<file path="src/rtl/tile_xy_route_fifo.sv">
`default_nettype none
// =============================================================================
// Module   : tile_xy_route_fifo
// Purpose  : One-axis mesh hop buffer steering lo/hi/local flits into up, down
//            and eject FIFOs by destination coordinate.
// Revision : 1.0 - initial release
// =============================================================================

module tile_xy_route_fifo_buf #(
    parameter int W     = 68,
    parameter int DEPTH = 8,
    parameter int AFULL = 6
) (
    input  logic                     clk,
    input  logic                     rst,
    input  logic                     i_push,
    input  logic [W-1:0]             i_push_data,
    input  logic                     i_out_ready,
    output logic                     o_out_valid,
    output logic [W-1:0]             o_out_data,
    output logic                     o_full,
    output logic                     o_afull,
    output logic [$clog2(DEPTH):0]   o_cnt
);
    localparam int                 c_PTR_W     = $clog2(DEPTH);
    localparam logic [c_PTR_W:0]   c_DEPTH_CNT = (c_PTR_W + 1)'(DEPTH);
    localparam logic [c_PTR_W:0]   c_AFULL_CNT = (c_PTR_W + 1)'(AFULL);

    logic [W-1:0]         r_mem [DEPTH];
    logic [c_PTR_W-1:0]   r_wr_ptr;
    logic [c_PTR_W-1:0]   r_rd_ptr;
    logic [c_PTR_W:0]     r_cnt;
    logic                 w_push;
    logic                 w_pop;

    // A full buffer refuses pushes even while popping: no pass-through path.
    assign o_full      = (r_cnt == c_DEPTH_CNT);
    assign w_push      = i_push & ~o_full;
    assign o_out_valid = (r_cnt != '0);
    assign w_pop       = o_out_valid & i_out_ready;
    assign o_out_data  = r_mem[r_rd_ptr];
    assign o_afull     = (r_cnt >= c_AFULL_CNT);
    assign o_cnt       = r_cnt;

    always_ff @(posedge clk) begin
        if (rst) begin
            r_wr_ptr <= '0;
            r_rd_ptr <= '0;
            r_cnt    <= '0;
        end else begin
            if (w_push) begin
                r_wr_ptr <= r_wr_ptr + 1'b1;
            end
            if (w_pop) begin
                r_rd_ptr <= r_rd_ptr + 1'b1;
            end
            if (w_push && !w_pop) begin
                r_cnt <= r_cnt + 1'b1;
            end else if (!w_push && w_pop) begin
                r_cnt <= r_cnt - 1'b1;
            end
        end
    end

    always_ff @(posedge clk) begin
        if (w_push) begin
            r_mem[r_wr_ptr] <= i_push_data;
        end
    end
endmodule

module tile_xy_route_fifo #(
    parameter int DW     = 64,
    parameter int CW     = 2,
    parameter int DEPTH  = 8,
    parameter int TILE_X = 0,
    parameter int TILE_Y = 0,
    parameter int AXIS   = 0,
    parameter int AFULL  = DEPTH - 2
) (
    input  logic                     clk,
    input  logic                     rst,
    input  logic                     lo_in_valid,
    input  logic [DW+2*CW-1:0]       lo_in_flit,
    output logic                     lo_in_ready,
    input  logic                     hi_in_valid,
    input  logic [DW+2*CW-1:0]       hi_in_flit,
    output logic                     hi_in_ready,
    input  logic                     inj_valid,
    input  logic [DW+2*CW-1:0]       inj_flit,
    output logic                     inj_ready,
    output logic                     up_out_valid,
    output logic [DW+2*CW-1:0]       up_out_flit,
    input  logic                     up_out_ready,
    output logic                     dn_out_valid,
    output logic [DW+2*CW-1:0]       dn_out_flit,
    input  logic                     dn_out_ready,
    output logic                     ej_valid,
    output logic [DW+2*CW-1:0]       ej_flit,
    input  logic                     ej_ready,
    output logic                     up_afull,
    output logic                     dn_afull,
    output logic                     ej_afull,
    output logic [$clog2(DEPTH):0]   up_cnt,
    output logic [$clog2(DEPTH):0]   dn_cnt,
    output logic [$clog2(DEPTH):0]   ej_cnt
);
    localparam int            c_FW      = DW + 2 * CW;
    localparam logic [CW-1:0] c_TILE    = (AXIS == 0) ? CW'(TILE_X) : CW'(TILE_Y);
    localparam logic [1:0]    c_SRC_LO  = 2'd0;
    localparam logic [1:0]    c_SRC_HI  = 2'd1;
    localparam logic [1:0]    c_SRC_INJ = 2'd2;

    logic [CW-1:0] w_lo_key;
    logic [CW-1:0] w_hi_key;
    logic [CW-1:0] w_inj_key;

    generate
        if (AXIS == 0) begin : g_key_x
            assign w_lo_key  = lo_in_flit[DW +: CW];
            assign w_hi_key  = hi_in_flit[DW +: CW];
            assign w_inj_key = inj_flit[DW +: CW];
        end else begin : g_key_y
            assign w_lo_key  = lo_in_flit[DW+CW +: CW];
            assign w_hi_key  = hi_in_flit[DW+CW +: CW];
            assign w_inj_key = inj_flit[DW+CW +: CW];
        end
    endgenerate

    logic w_lo_ej_req, w_lo_up_req;
    logic w_hi_ej_req, w_hi_dn_req;
    logic w_inj_ej_req, w_inj_up_req, w_inj_dn_req;

    assign w_lo_ej_req  = lo_in_valid & (w_lo_key == c_TILE);
    assign w_lo_up_req  = lo_in_valid & (w_lo_key != c_TILE);
    assign w_hi_ej_req  = hi_in_valid & (w_hi_key == c_TILE);
    assign w_hi_dn_req  = hi_in_valid & (w_hi_key != c_TILE);
    assign w_inj_ej_req = inj_valid & (w_inj_key == c_TILE);
    assign w_inj_up_req = inj_valid & (w_inj_key > c_TILE);
    assign w_inj_dn_req = inj_valid & (w_inj_key < c_TILE);

    logic w_up_full, w_dn_full, w_ej_full;

    // Eject round-robin: first requester at or after the pointer, lo/hi/inj order.
    logic [1:0] r_ej_ptr;
    logic [2:0] w_ej_req;
    logic [1:0] w_ej_gnt;

    assign w_ej_req = {w_inj_ej_req, w_hi_ej_req, w_lo_ej_req};

    always_comb begin
        w_ej_gnt = c_SRC_LO;
        case (r_ej_ptr)
            2'd1: begin
                if (w_ej_req[1])      w_ej_gnt = c_SRC_HI;
                else if (w_ej_req[2]) w_ej_gnt = c_SRC_INJ;
                else                  w_ej_gnt = c_SRC_LO;
            end
            2'd2: begin
                if (w_ej_req[2])      w_ej_gnt = c_SRC_INJ;
                else if (w_ej_req[0]) w_ej_gnt = c_SRC_LO;
                else                  w_ej_gnt = c_SRC_HI;
            end
            default: begin
                if (w_ej_req[0])      w_ej_gnt = c_SRC_LO;
                else if (w_ej_req[1]) w_ej_gnt = c_SRC_HI;
                else                  w_ej_gnt = c_SRC_INJ;
            end
        endcase
    end

    logic w_up_push, w_dn_push, w_ej_push;
    logic [c_FW-1:0] w_up_data, w_dn_data, w_ej_data;

    assign w_up_push = ~rst & ~w_up_full & (w_lo_up_req | w_inj_up_req);
    assign w_dn_push = ~rst & ~w_dn_full & (w_hi_dn_req | w_inj_dn_req);
    assign w_ej_push = ~rst & ~w_ej_full & (|w_ej_req);
    assign w_up_data = w_lo_up_req ? lo_in_flit : inj_flit;
    assign w_dn_data = w_hi_dn_req ? hi_in_flit : inj_flit;

    always_comb begin
        w_ej_data = lo_in_flit;
        case (w_ej_gnt)
            c_SRC_HI:  w_ej_data = hi_in_flit;
            c_SRC_INJ: w_ej_data = inj_flit;
            default:   w_ej_data = lo_in_flit;
        endcase
    end

    assign lo_in_ready = ~rst & ((w_lo_ej_req & (w_ej_gnt == c_SRC_LO) & ~w_ej_full)
                               | (w_lo_up_req & ~w_up_full));
    assign hi_in_ready = ~rst & ((w_hi_ej_req & (w_ej_gnt == c_SRC_HI) & ~w_ej_full)
                               | (w_hi_dn_req & ~w_dn_full));
    assign inj_ready   = ~rst & ((w_inj_ej_req & (w_ej_gnt == c_SRC_INJ) & ~w_ej_full)
                               | (w_inj_up_req & ~w_lo_up_req & ~w_up_full)
                               | (w_inj_dn_req & ~w_hi_dn_req & ~w_dn_full));

    always_ff @(posedge clk) begin
        if (rst) begin
            r_ej_ptr <= 2'd0;
        end else if (w_ej_push) begin
            r_ej_ptr <= (w_ej_gnt == c_SRC_INJ) ? c_SRC_LO : w_ej_gnt + 2'd1;
        end
    end

    tile_xy_route_fifo_buf #(.W(c_FW), .DEPTH(DEPTH), .AFULL(AFULL)) u_up_fifo (
        .clk         (clk),
        .rst         (rst),
        .i_push      (w_up_push),
        .i_push_data (w_up_data),
        .i_out_ready (up_out_ready),
        .o_out_valid (up_out_valid),
        .o_out_data  (up_out_flit),
        .o_full      (w_up_full),
        .o_afull     (up_afull),
        .o_cnt       (up_cnt)
    );

    tile_xy_route_fifo_buf #(.W(c_FW), .DEPTH(DEPTH), .AFULL(AFULL)) u_dn_fifo (
        .clk         (clk),
        .rst         (rst),
        .i_push      (w_dn_push),
        .i_push_data (w_dn_data),
        .i_out_ready (dn_out_ready),
        .o_out_valid (dn_out_valid),
        .o_out_data  (dn_out_flit),
        .o_full      (w_dn_full),
        .o_afull     (dn_afull),
        .o_cnt       (dn_cnt)
    );

    tile_xy_route_fifo_buf #(.W(c_FW), .DEPTH(DEPTH), .AFULL(AFULL)) u_ej_fifo (
        .clk         (clk),
        .rst         (rst),
        .i_push      (w_ej_push),
        .i_push_data (w_ej_data),
        .i_out_ready (ej_ready),
        .o_out_valid (ej_valid),
        .o_out_data  (ej_flit),
        .o_full      (w_ej_full),
        .o_afull     (ej_afull),
        .o_cnt       (ej_cnt)
    );
endmodule

`default_nettype wire

</file>
<file path="config.mk">
export PLATFORM = sky130hd
export DESIGN_NAME = tile_xy_route_fifo
export DESIGN_NICKNAME = d
export VERILOG_FILES = /design/src/rtl/tile_xy_route_fifo.sv
export SDC_FILE = /design/constraint.sdc
export NUM_CORES = 1
export LEC_CHECK = 0
export CELL_PAD_IN_SITES_DETAIL_PLACEMENT = 0
export CELL_PAD_IN_SITES_GLOBAL_PLACEMENT = 1
export CORE_UTILIZATION = 56
export CTS_CLUSTER_DIAMETER = 30
export CTS_CLUSTER_SIZE = 25
export DETAILED_ROUTE_END_ITERATION = 8
export PLACE_DENSITY_LB_ADDON = 0.1
export SETUP_SLACK_MARGIN = 0.02
export SYNTH_ARGS = -nofsm -noshare
export SYNTH_HDL_FRONTEND = slang
export SYNTH_SLANG_ARGS = --single-unit
</file>
<file path="constraint.sdc">
create_clock -name clk -period 23.2 [get_ports clk]
set_input_delay 4.64 -clock clk [delete_from_list [all_inputs] [get_ports clk]]
set_output_delay 4.64 -clock clk [all_outputs]
set_load 0.02 [all_outputs]
</file>
==> metrics.yaml <==
outcome:
  status: "finished, final reports clean"
timing:
  slew_headroom_pct: 18.3
  post-route-min-period_ns: 12.26
  finalCritPeriodShare_pct: 52.8
  worst_slew_pin_slew_ns: 1.22
  drv_slew: 0
  hold_viol: 0
  rsz0062_at_grt: "false"
  setup_viol: 0
  setup-tns-final_ns: 0
  fin_skew_ns: 0.0659
  clock.fmax_mhz: 81.6
yosys:
  synth_seq_area_share_pct: 75.3
  synth_largest_area_cell: "edfxtp_1"
  synth_most_common_cell: "edfxtp_1"
  postSynth.asyncResetShare_pct: 0
  postSynthCellCount: 3157
  synth_top_cells_by_area: "edfxtp_1 74%, mux4_2 14%, mux2_2 4.6%, nand2_1 1.3%, dfxtp_1 1.2%"
  avgSynthCellArea_um2: 21.0
  synthDominantCellAreaShare_pct: 74.1
  ys.flop_type: "edfxtp_1"
  syn_nets: 3394
  netlist_area_um2: 66200
  yosysUniqueCellTypes: 45
  ys_top_cells_by_count: "1632 x edfxtp_1, 408 x mux4_2, 273 x mux2_2, 231 x nand2_1, 115 x nor2_1"
  synth-seq-cells: 1673
  synth_edf_count: 1632
  yosys_warnings: 0
setup_path:
  crit_fanout: 15
  required_ns: 18.56
  end_kind: "primary output"
  cp_slowest_cell: "clkdlybuf4s50_1"
  reg2reg_depth: 7
  critPathKind: "primary input to primary output"
  timing.rr.end: "u_ej_fifo.r_mem[1][48]"
  crit_path_start_kind: "primary input"
  crit_top_cell: "clkdlybuf4s50_1"
  crit_arrival_ns: 7.62
  r2r_slack_ns: 19.23
  path_cells: "clkdlybuf4s50_1, or3b_1, a32oi_1, nor2_1, a21oi_1, ha_4, a31oi_1, nor2b_1, clkdlybuf4s50_1"
  r2r-start: "r_ej_ptr[0]"
  max_stage_delay_ns: 0.62
floorplanning:
  fp.dieH_um: 346
  rows: 125
  coreArea_um2: 117000
  ios: 437
  dieArea_um2: 120000
  die_w_um: 346
  start_util_pct: 56.7
detailed_routing:
  drt_iter0_drc: 3890
  route.vias.total: 34900
  viasPerCell: 6.25
  post_drt_wl_per_cell_um: 32.0
  wl_um: 178000
  drt-pass1-iter-count: 5
  final_antenna_net_count: 0
  drcViolationCount: 0
worst_hold_path:
  min_from: "u_up_fifo.r_rd_ptr[1]"
  hold_depth: 2
  hp-class: "flop to flop"
global_routing:
  antenna_found_initial: 29
  track_usage_pct: 29.9
  overflow: 0
  grt_pass1_wl_um: 252000
  grt_pass1_vias: 35200
  grt_max_degree: 101
final_layout:
  areaGrowthSynthToFinish_pct: 25.9
  fin_cells: 5580
  regArea_um2: 49900
  multi_input_area_um2: 15800
  fin_nets: 4042
  layout-drive-gt1-share_pct: 32.0
  n_fill_cell: 6853
placement:
  place_congestion: 0.863
  numPortBuffers: 436
  dp.cells: 5001
  dp_hpwl_um: 109000
clock_network:
  numCtsBuffers: 326
  root_buffer: "clkbuf_16"
  clk_pin_slew_ns: 0.05
  clockBufferDepth: 4
  clkSinkCount: 1673
  cts_tree: "yes"
  clock_latency_ns: 0.90
  htreeDepth: 5
  holdBufCountCts: 0
  cts-resized-gates: 0
  post_cts_buffers: 0
pwr:
  power_mw: 10.2
  ir_drop_mv: 0.128
  cellLeakagePower_nw: 27.2
  p_per_area_nw_per_um2: 123
flow_run:
  maxCapViolCount: 0
## how the worst max path moves through the flow
stage / startpoint / to / slack, ns / cells after the start
global placement: lo_in_valid / inj_ready / 10.96 / 9
detailed placement: lo_in_valid / inj_ready / 10.93 / 9
CTS: lo_in_valid / inj_ready / 10.94 / 9
finish: lo_in_valid / inj_ready / 10.94 / 9
floorplan: rst / u_dn_fifo.r_mem[0][0] / 10.32 / 4
global route: lo_in_valid / inj_ready / 10.80 / 9
## metal layers
metal  up-vias  share of wire (%)  track usage, %
li1      14400                  -               -
met1     18300                 38            41.0
met2      1825                 48            46.1
met3       281                 11            8.90
met4        36                3.0            10.7
met5         -               0.11               0
## cell families after synthesis
kind of cell,share of synthesized area (%)
muxes,18.6
AOI/OAI and AO/OA,1.74
xor gates and xnor gates,0.172
adders and majority gates,0.507
and+or+nand+nor,2.45
DFF,75.3
buffers and inverters,1.20
## layout by cell type, fill, tap and decap left out, types with 5 or more instances in the layout
master and n:
clkbuf_16 333, mux2_2 273, nand2_1 231, mux2i_1 5
inv_1 7, xor2_1 9, mux4_2 408, a21o_1 5
nor2_1 104, a21oi_1 85, nor2_4 11, clkinv_2 32
inv_6 28, nand2b_1 10, nand3_1 10, a22oi_1 68
dfxtp_4 9, ha_1 19, clkinv_1 33, clkinvlp_4 33
clkbuf_1 32, edfxtp_1 1632, dfxtp_1 32, clkinv_4 35
clkdlybuf4s50_1 435, buf_4 59, bufinv_16 42
## critical path: cells and delay by family
kind	cells	cell delay (ns)
AOI/OAI and AO/OA	3	0.74
adders and majority gates	1	0.36
buffers and inverters	2	1.23
and+or+nand+nor	3	0.64
## stage by stage
step                      hold WS (ns)  utilization, %  instance area, um2  worst slack, ns
after floorplan                  0.454               -               66200            10.32
after global placement           0.457            62.0               72400            10.96
after detailed placement         0.474            62.0               72400            10.93
after CTS                        0.483            71.4               83300            10.94
after global routing             0.512            71.4               83300            10.80
final                            0.491            71.4               83300            10.94
## registers in the layout, indices dropped and copies added, names as in the netlist, 3 cells and up, named ones only
register	flops
u_dn_fifo.r_mem	544
u_ej_fifo.r_mem	544
u_up_fifo.r_mem	544
u_dn_fifo.o_cnt	4
u_ej_fifo.o_cnt	4
u_up_fifo.o_cnt	4
u_dn_fifo.r_rd_ptr	3
u_dn_fifo.r_wr_ptr	3
u_ej_fifo.r_rd_ptr	3
u_ej_fifo.r_wr_ptr	3
u_up_fifo.r_rd_ptr	3
u_up_fifo.r_wr_ptr	3
## power breakdown
group / switching, mW / internal [mW]
logic: 1.02 / 0.975
registers: 0.128 / 3.51
clock network: 1.51 / 3.10
total: 2.67 / 7.58
## final cells by class
| cell class | count | share of cell area [%] |
|---|---|---|
| clock buffer | 368 | 10.2 |
| antenna | 3 | 0.00901 |
| sequential | 1673 | 59.9 |
| clock inverter | 208 | 2.90 |
| timing repair buffer | 496 | 5.79 |
| inverter | 7 | 0.0316 |
| multi-input combinational | 1301 | 18.9 |
| tap | 1524 | 2.29 |
Power figures use the tool's default switching activity.
